`config.mk`:
```
export PLATFORM = sky130hd
export DESIGN_NAME = cpu_load_ctrl
export DESIGN_NICKNAME = d
export VERILOG_FILES = /design/src/rtl/cpu_load_ctrl.sv
export SDC_FILE = /design/constraint.sdc
export NUM_CORES = 1
export LEC_CHECK = 0
export ABC_AREA = 0
export BUFFER_PORTS_ARGS = -buffer_cell sky130_fd_sc_hd__clkbuf_2
export CAP_MARGIN = 10
export CORE_MARGIN = 8
export CORE_UTILIZATION = 55
export CTS_BUF_LIST = sky130_fd_sc_hd__clkbuf_4
export CTS_CLUSTER_DIAMETER = 40
export DETAILED_ROUTE_END_ITERATION = 12
export PLACE_DENSITY = 0.79
export SETUP_SLACK_MARGIN = 0.5
export SLEW_MARGIN = 20
export SYNTH_ARGS = -nofsm -noshare
export SYNTH_HDL_FRONTEND = slang
export SYNTH_SLANG_ARGS = --single-unit
```
`constraint.sdc`:
```
create_clock -name clk -period 2.75 [get_ports clk]
set_input_delay 0.275 -clock clk [delete_from_list [all_inputs] [get_ports clk]]
set_output_delay 0.275 -clock clk [all_outputs]
set_load 0.03 [all_outputs]
```
`src/rtl/cpu_load_ctrl.sv`:
```
// Program loader and run/step controller for a small core: assembles loader bytes
// into instruction words, writes them to instruction memory, and gates the core enable.
module cpu_load_ctrl #(
   parameter int NB_INSTRUCTION  = 32,
   parameter int NB_BYTE         = 8,
   parameter int IMEM_ADDR_WIDTH = 5
) (
   input  logic                       clk,
   input  logic                       i_rst,
   input  logic [NB_BYTE-1:0]         i_rx_data,
   input  logic                       i_rx_valid,
   input  logic [IMEM_ADDR_WIDTH:0]   i_word_count,
   input  logic                       i_cmd_load,
   input  logic                       i_cmd_run,
   input  logic                       i_cmd_step,
   input  logic                       i_cmd_halt,
   input  logic                       i_cpu_halt,
   output logic [NB_INSTRUCTION-1:0]  o_imem_data,
   output logic [IMEM_ADDR_WIDTH-1:0] o_imem_waddr,
   output logic                       o_imem_wen,
   output logic [1:0]                 o_mem_wsize,
   output logic                       o_cpu_en,
   output logic [1:0]                 o_state,
   output logic                       o_load_done
);

   localparam int NBYTES = NB_INSTRUCTION / NB_BYTE;
   localparam int BW     = (NBYTES > 1) ? $clog2(NBYTES) : 1;
   localparam int CW     = IMEM_ADDR_WIDTH + 1;
   localparam logic [CW-1:0] DEPTH     = CW'(2 ** IMEM_ADDR_WIDTH);
   localparam logic [BW-1:0] LAST_BYTE = BW'(NBYTES - 1);

   typedef enum logic [1:0] {
      IDLE = 2'd0,
      LOAD = 2'd1,
      RUN  = 2'd2,
      STEP = 2'd3
   } state_t;

   state_t                     state_reg, state_next;
   logic [CW-1:0]              count_reg, word_idx_reg, count_sel;
   logic [BW-1:0]              byte_cnt_reg;
   logic [NB_INSTRUCTION-1:0]  asm_reg, asm_next, imem_data_reg;
   logic [IMEM_ADDR_WIDTH-1:0] imem_waddr_reg;
   logic                       imem_wen_reg, load_done_reg, cpu_en_reg;
   logic                       start_load, accept_byte, word_done, last_word;

   assign count_sel = (i_word_count > DEPTH) ? DEPTH : i_word_count;

   // Little-endian placement: byte k of a word lands in slot k.
   for (genvar gi = 0; gi < NBYTES; gi++) begin : g_asm
      assign asm_next[gi*NB_BYTE +: NB_BYTE] =
         (byte_cnt_reg == BW'(gi)) ? i_rx_data : asm_reg[gi*NB_BYTE +: NB_BYTE];
   end

   always_comb begin
      state_next  = state_reg;
      start_load  = 1'b0;
      accept_byte = 1'b0;
      word_done   = 1'b0;
      last_word   = 1'b0;
      case (state_reg)
         IDLE: begin
            if (i_cmd_halt) begin
               state_next = IDLE;
            end else if (i_cmd_load) begin
               start_load = 1'b1;
               if (count_sel != '0) state_next = LOAD;
            end else if (i_cmd_run) begin
               state_next = RUN;
            end else if (i_cmd_step) begin
               state_next = STEP;
            end
         end
         LOAD: begin
            if (i_cmd_halt) begin
               state_next = IDLE;
            end else if (i_rx_valid) begin
               accept_byte = 1'b1;
               if (byte_cnt_reg == LAST_BYTE) begin
                  word_done = 1'b1;
                  if (word_idx_reg + CW'(1) == count_reg) begin
                     last_word  = 1'b1;
                     state_next = IDLE;
                  end
               end
            end
         end
         RUN:     if (i_cpu_halt || i_cmd_halt) state_next = IDLE;
         STEP:    state_next = IDLE;
         default: state_next = IDLE;
      endcase
   end

   always_ff @(posedge clk or posedge i_rst) begin
      if (i_rst) begin
         state_reg      <= IDLE;
         count_reg      <= '0;
         word_idx_reg   <= '0;
         byte_cnt_reg   <= '0;
         asm_reg        <= '0;
         imem_data_reg  <= '0;
         imem_waddr_reg <= '0;
         imem_wen_reg   <= 1'b0;
         load_done_reg  <= 1'b0;
         cpu_en_reg     <= 1'b0;
      end else begin
         state_reg     <= state_next;
         imem_wen_reg  <= word_done;
         // An empty load completes immediately without touching memory.
         load_done_reg <= last_word || (start_load && count_sel == '0);
         cpu_en_reg    <= (state_next == RUN) || (state_next == STEP);
         if (start_load) begin
            count_reg    <= count_sel;
            word_idx_reg <= '0;
            byte_cnt_reg <= '0;
            asm_reg      <= '0;
         end else if (accept_byte) begin
            if (word_done) begin
               imem_data_reg  <= asm_next;
               imem_waddr_reg <= word_idx_reg[IMEM_ADDR_WIDTH-1:0];
               word_idx_reg   <= word_idx_reg + CW'(1);
               byte_cnt_reg   <= '0;
               asm_reg        <= '0;
            end else begin
               byte_cnt_reg <= byte_cnt_reg + BW'(1);
               asm_reg      <= asm_next;
            end
         end
      end
   end

   assign o_imem_data  = imem_data_reg;
   assign o_imem_waddr = imem_waddr_reg;
   assign o_imem_wen   = imem_wen_reg;
   assign o_mem_wsize  = imem_wen_reg ? 2'b10 : 2'b00;
   assign o_cpu_en     = cpu_en_reg;
   assign o_state      = state_reg;
   assign o_load_done  = load_done_reg;

endmodule

```
==> results of run 1 <==
## stage by stage
| stage | total power [W] | util [%] | setup WS, ns |
|---|---|---|---|
| floorplan | 0.002216 | - | 0.9221 |
| global placement | 0.002451 | 62.15 | 0.9101 |
| CTS | 0.003113 | 64.23 | 0.8074 |
| finish | 0.003090 | 64.23 | 0.7886 |
| detailed placement | 0.002491 | 62.15 | 0.8415 |
| global route | 0.003276 | 64.23 | 0.6184 |
## metal layers
layer,wire [um],part of all wire (%),GRT usage (%),vias to the layer above
li1,-,-,-,1313
met1,3606,46,22.18,1258
met2,3705,47,27.71,87
met3,503,6.3,4.836,11
met4,108,1.4,6.509,0
met5,0,0,0,-
## cells in the mapped netlist (all sizes together)
master,instances,area share (%)
a211o,1,0.24
a21bo,1,0.28
a21o,1,0.21
a21oi,7,0.98
a22o,24,5.9
and3,4,0.70
buf,13,2.5
clkbuf,10,1.0
clkinv,1,0.10
conb,1,0.10
dfrtp,80,56
ha,5,1.7
inv,7,0.73
mux2,1,0.31
mux2i,24,6.7
nand2,75,7.9
nand2b,6,1.0
nand3,9,1.3
nand4,1,0.17
nor2,6,0.63
nor2b,2,0.35
nor3,5,0.70
nor3b,2,0.42
nor4,1,0.17
o211a,1,0.28
o211ai,2,0.42
o21ai,40,5.6
o311a,1,0.28
o31ai,1,0.21
o32ai,1,0.24
or2,2,0.35
or3,2,0.35
xnor2,7,1.7
xor2,2,0.49
## worst min path at each step
| stage | start | endpoint | cells after the start |
|---|---|---|---|
| 3_5_place_dp | i_rst | o_imem_data[26] | 2 |
| 4_1_cts | i_cmd_halt | o_cpu_en | 2 |
| 5_1_grt | i_cmd_halt | o_cpu_en | 2 |
| 3_3_place_gp | i_rst | o_imem_data[26] | 2 |
| 6_report | i_cmd_halt | o_cpu_en | 2 |
| 2_1_floorplan | i_cmd_halt | o_cpu_en | 1 |
## where the power goes
group	internal [W]	total [W]	leakage, nW	switching (W)
Clock	0.000194	0.000627	0.0610	0.000434
Combinational	0.000359	0.000935	0.911	0.000576
Sequential	0.00139	0.00153	1.09	0.000135
## area by class of cell
type                            count  area, um2  area share [%]
Inverter                            8      33.78          0.8331
Tap cell                           77      96.34           2.376
Clock buffer                        9      67.56           1.666
Sequential cell                    80       2002           49.37
Clock inverter                      7      53.80           1.327
Multi-Input combinational cell    235       1421           35.05
Timing Repair Buffer               70      380.4           9.380
## cell families after synthesis
| group | after synthesis |
|---|---|
| compound gates | 80 |
| mux | 25 |
| fa+ha+maj | 5 |
| other cells | 1 |
| xor+xnor | 9 |
| buf+inv | 31 |
| flops | 80 |
| simple gates | 115 |
## worst max-delay path, cell delays in order (launching register included)
cell	delay, ns
sky130_fd_sc_hd__dfrtp_1	0.42
sky130_fd_sc_hd__ha_1	0.25
sky130_fd_sc_hd__nand3_1	0.19
sky130_fd_sc_hd__or2_2	0.35
sky130_fd_sc_hd__buf_4	0.24
sky130_fd_sc_hd__or3_1	0.36
sky130_fd_sc_hd__o21ai_0	0.07
==> out/summary.txt, run 1 <==
run status: completed
max cap viols: 0
clock tree from TritonCTS: done
critical register-to-register path startpoint: byte_cnt_reg[1]
number of global-route vias before repair: 2737
global route overflow: 0
WL final: 7924 um
count of state elements after synthesis: 80
FF-to-FF path depth: 6
mean cell area of the mapped netlist: 10.35 um2
post-synthesis adder-cell area fraction: 1.748%
final number of hold-violating endpoints: 0
number of cells in the finished layout apart from fillers: 486
Max transition margin: 51.28%
data arrival time of the critical path: 2.31 ns
RSZ-0062 raised after global routing: no
length of the first detailed-routing pass in iterations: 4
number of instances in the synthesized netlist: 346
Crit. Startpoint: byte_cnt_reg[1]
IO buf count: 64
most common library cell in the layout ignoring fill and taps: sky130_fd_sc_hd__dfrtp_1
final setup violation count: 0
flip-flop count of the largest register, all copies and words added: 32
vias post-DR: 2669
area overhead of the layout relative to synthesis: 13.28%
cts hold-fix bufs: 1
R2R setup slack: 0.79 ns
maximum level of the CTS H-tree: 3
Die Height: 96.68 um
fraction of the mapped netlist area in simple logic gates: 14.02%
die footprint: 9346 um2
final routed wire length divided by cell count: 16.30 um
largest net degree at the start of global routing: 49
Horiz. Die Dim: 96.68 um
pins over their slew limit: 0
leading cell types in the layout, fill and taps excluded: sky130_fd_sc_hd__dfrtp_1 (80), sky130_fd_sc_hd__nand2_1 (75), sky130_fd_sc_hd__clkbuf_2 (64)
Final ANT Viol Nets: 0
kind of end point of the critical path: flop
worst min-delay path category: primary input to flop
root buf cell: sky130_fd_sc_hd__clkbuf_4
Final period util: 71.32%
total inserted antenna cells: 0
highest net fanout along the worst path: 33
summed area of non-filler cells in the final layout: 4055 um2
Via density: 5.492
number of standard-cell rows in the floorplan: 29
final layout net count: 431
endpoint of the worst-slack reg-to-reg timing path: word_idx_reg[5]
min cycle time layout: 1.961 ns
fraction of the mapped netlist area in compound gates: 14.61%
post_cts resized: 0
Synthesis Warnings: 0
hold slack: 0.02294 ns
initial drt markers: 140
sequential-to-total area share from yosys stat: 55.92%
DRC violation count after routing: 0
share of synthesized area spent on multiplexers: 7.026%
I/O pin count: 66
Fmax achieved: 509.9 MHz
data required time of the worst path: 3.10 ns
total standard cell area after synthesis: 3580 um2
Setup Skew: 0.01556 ns
core area: 6314 um2
total cell area at the placement stage: 3924 um2
number of different library cells in the post-synthesis netlist: 36
Lkg Pwr: 2.060 nW
worst supply voltage drop on vdd: 437.0 uV
clock transition at the register clock pins on the worst setup and hold paths after CTS: 0.14 ns
Synthesized Nets: 373
Sinks on Clock Net: 80
share of the synthesized netlist area taken by xor and xnor gates: 2.202%
Placer Congestion: 0.7888
CP Class: flop to flop
maximum clock insertion buffer count: 2
startpoint types: flop
gr usage total: 17.48%
half-perimeter wire length after placement: 5622 um
Post-CTS Setup Inserts: 0
global-route wire length before repair: 13620 um
clock buffer count from CTS: 9
Filler cells: 528
largest family of logic cells by synthesized area: compound AO/OA/AOI/OAI gates
number of antenna violations at the first check in global routing: 0
summed negative setup slack over all endpoints: 0 ns
transition time of the tightest slew-check pin: 0.7293 ns
Starting Density: 56.70%
destination of the critical timing path: word_idx_reg[5]
clock insertion delay at the later pin of the skew report: 0.43 ns
post-placement cell count: 469
power per unit of standard cell area: 762.1 nW/um2
fraction of layout cells with a size suffix above 1: 21.52%
(Power assumes the default switching activity.)
==> inputs of run 2 (changes only) <==
clock period = 2 ns   (was 2.75 ns; I/O delays follow)
==> run 2 against run 1 <==
  * The flow now finishes with violations (hold timing)
  * Global-route usage is 1.3 points higher
  * Design area is 15% higher
  * Sequential share of layout area fell by 6.1 points
  * Fmax grew 16%
  * Wire length up 20%
  * Sequential power up 38%
  * Critical endpoint unchanged
  * Largest power group unchanged
==> out/summary.txt, run 2 (synthesis results as in run 1) <==
number of cells in the finished layout apart from fillers: 518 (was 486)
highest net fanout along the worst path: 6 (was 33)
cell at the slowest stage of the critical path: sky130_fd_sc_hd__dfrtp_1 (unchanged)
Final ANT Viol Nets: 0 (unchanged)
I/O pin count: 66 (unchanged)
R2R setup slack: 0.31 ns (was 0.79 ns)
global-route wire length before repair: 14590 um (was 13620 um)
final setup violation count: 0 (unchanged)
Via density: 5.817 (was 5.492)
final routed wire length divided by cell count: 18.39 um (was 16.30 um)
RSZ-0062 raised after global routing: yes (was no)
power per unit of standard cell area: 1066 nW/um2 (was 762.1 nW/um2)
most common library cell in the layout ignoring fill and taps: sky130_fd_sc_hd__dfrtp_1 (unchanged)
Starting Density: 56.70% (unchanged)
run status: finished, violations left (was completed)
summed area of non-filler cells in the final layout: 4644 um2 (was 4055 um2)
clock insertion delay at the later pin of the skew report: 0.44 ns (was 0.43 ns)
data required time of the worst path: 2.38 ns (was 3.10 ns)
clock buffer count from CTS: 9 (unchanged)
Final period util: 84.66% (was 71.32%)
length of the first detailed-routing pass in iterations: 4 (unchanged)
flip-flop count of the largest register, all copies and words added: 32 (unchanged)
IO buf count: 64 (unchanged)
startpoint types: flop (unchanged)
number of standard-cell rows in the floorplan: 29 (unchanged)
core area: 6314 um2 (unchanged)
Worst path top cell family by delay: simple AND/OR/NAND/NOR gates (unchanged)
final layout net count: 463 (was 431)
number of antenna violations at the first check in global routing: 0 (unchanged)
total inserted antenna cells: 0 (unchanged)
min cycle time layout: 1.693 ns (was 1.961 ns)
total power draw: 0.004953 W (was 0.003090 W)
number of buffer and inverter stages on the critical path: 1 (unchanged)
DRC violation count after routing: 0 (unchanged)
global route overflow: 0 (unchanged)
Placer Congestion: 0.8057 (was 0.7888)
clock transition at the register clock pins on the worst setup and hold paths after CTS: 0.14 ns (about the same)
maximum clock insertion buffer count: 2 (unchanged)
pins over their slew limit: 0 (unchanged)
leading cell types in the layout, fill and taps excluded: sky130_fd_sc_hd__dfrtp_1 (75), sky130_fd_sc_hd__nand2_1 (67), sky130_fd_sc_hd__clkbuf_2 (64) (was sky130_fd_sc_hd__dfrtp_1 (80), sky130_fd_sc_hd__nand2_1 (75), sky130_fd_sc_hd__clkbuf_2 (64))
Fmax achieved: 590.6 MHz (was 509.9 MHz)
final number of hold-violating endpoints: 3 (was 0)
worst supply voltage drop on vdd: 618.6 uV (was 437.0 uV)
worst min-delay path category: primary input to flop (unchanged)
max incr delay on CP: 0.43 ns (was 0.42 ns)
Horiz. Die Dim: 96.68 um (unchanged)
root buf cell: sky130_fd_sc_hd__clkbuf_4 (unchanged)
CP Class: flop to flop (unchanged)
end-of-flow core utilization: 73.56% (was 64.23%)
Filler cells: 448 (was 528)
vias post-DR: 3013 (was 2669)
largest net degree at the start of global routing: 40 (was 49)
Sinks on Clock Net: 80 (unchanged)
Setup Skew: 0.01458 ns (was 0.01556 ns)
gr usage total: 18.76% (was 17.48%)
Lkg Pwr: 2.295 nW (was 2.060 nW)
Die Height: 96.68 um (unchanged)
max cap viols: 0 (unchanged)
WL final: 9524 um (was 7924 um)
hold slack: -0.02037 ns (was 0.02294 ns)
summed negative setup slack over all endpoints: 0 ns (unchanged)
total cell area at the placement stage: 3960 um2 (was 3924 um2)
cell chain of the critical path: ha_4 -> nand3_4 -> or2_4 -> buf_12 -> or3_1 -> o21ai_1 (was ha_1 -> nand3_1 -> or2_2 -> buf_4 -> or3_1 -> o21ai_0)
fraction of layout cells with a size suffix above 1: 35.60% (was 21.52%)
die footprint: 9346 um2 (unchanged)
post-placement cell count: 472 (was 469)
failing checks: hold timing
clock tree from TritonCTS: done (unchanged)
area overhead of the layout relative to synthesis: 29.74% (was 13.28%)
kind of end point of the critical path: flop (unchanged)
half-perimeter wire length after placement: 5652 um (was 5622 um)
data arrival time of the critical path: 2.07 ns (was 2.31 ns)
maximum level of the CTS H-tree: 3 (unchanged)
number of global-route vias before repair: 2945 (was 2737)
initial drt markers: 202 (was 140)
-- run 2: changes by cell type in the layout (fill, tap and decap cells not counted), moves of 5 or more --
cell                      previous run  this run
sky130_fd_sc_hd__ha_4                0         5
sky130_fd_sc_hd__nand2_2             0         7
sky130_fd_sc_hd__o21ai_2             0         6
sky130_fd_sc_hd__o21ai_1             0        15
sky130_fd_sc_hd__o21ai_0            40        19
sky130_fd_sc_hd__dfrtp_2             0         5
sky130_fd_sc_hd__dfrtp_1            80        75
sky130_fd_sc_hd__buf_6               0         8
sky130_fd_sc_hd__buf_4               4        20
sky130_fd_sc_hd__ha_1                5         0
sky130_fd_sc_hd__nand2_1            75        67
-- run 2: final cells by class --
| cell class | count | area, um2 | share of cell area, % |
|---|---|---|---|
| flip-flops and latches | 80 | 2008 | 43.24 |
| multi-input cells | 235 | 1610 | 34.67 |
| repair buffers | 102 | 713.2 | 15.36 |
| clock buffers | 9 | 67.56 | 1.455 |
| well taps | 77 | 96.34 | 2.074 |
| inverters | 8 | 47.55 | 1.024 |
| clock inverters | 7 | 101.3 | 2.182 |
-- run 2: final timing paths --
kind,start,to,cells past startpoint
max,byte_cnt_reg[0],word_idx_reg[5],6
min,i_word_count[0],count_reg[0],3
max reg2reg,byte_cnt_reg[0],word_idx_reg[5],6
min reg2reg,o_imem_data[3],o_imem_data[3],2
max in group asynchronous,i_rst,word_idx_reg[2],4
min in group asynchronous,i_rst,count_reg[4],3
-- run 2: per-layer routing --
layer  up-vias  share of wire, %  wire length (um)  global-route usage, %
met5         -                 0                 0                      0
met4         0               3.0               290                  6.391
met3        22               7.4               704                  5.405
met2       140                48              4581                  30.21
met1      1462                41              3948                  23.51
li1       1389                 -                 -                      -
-- run 2: what timing repair did --
action | CTS | global route
gates resized for setup | 41 | 36
setup buffers | 10 | 14
endpoints found under the setup margin | 69 | 70
gates cloned | 2 | 0
hold buffers | 3 | 1
pin swaps | 9 | 19
hold endpoints to repair | 17 | 2
-- run 2: stage by stage --
step | hold WS [ns] | worst slack (ns)
2_1_floorplan | 0.2671 | 0.2881
6_report | -0.02037 | 0.3069
5_1_grt | -0.01353 | 0.2985
3_5_place_dp | 0.1885 | 0.05656
4_1_cts | -0.04129 | 0.3920
3_3_place_gp | 0.1885 | 0.2057
-- run 2: tightest hold or removal path, stage by stage --
cell and delay [ns]:
sky130_fd_sc_hd__clkbuf_2 0.09, sky130_fd_sc_hd__nand2b_1 0.06, sky130_fd_sc_hd__o21ai_0 0.06
-- run 2: report_power, final --
| group | internal (W) | switching (W) |
|---|---|---|
| registers | 0.00192 | 0.000191 |
| clock network | 0.000519 | 0.000618 |
| logic | 0.000731 | 0.000977 |
| total | 0.00317 | 0.00179 |
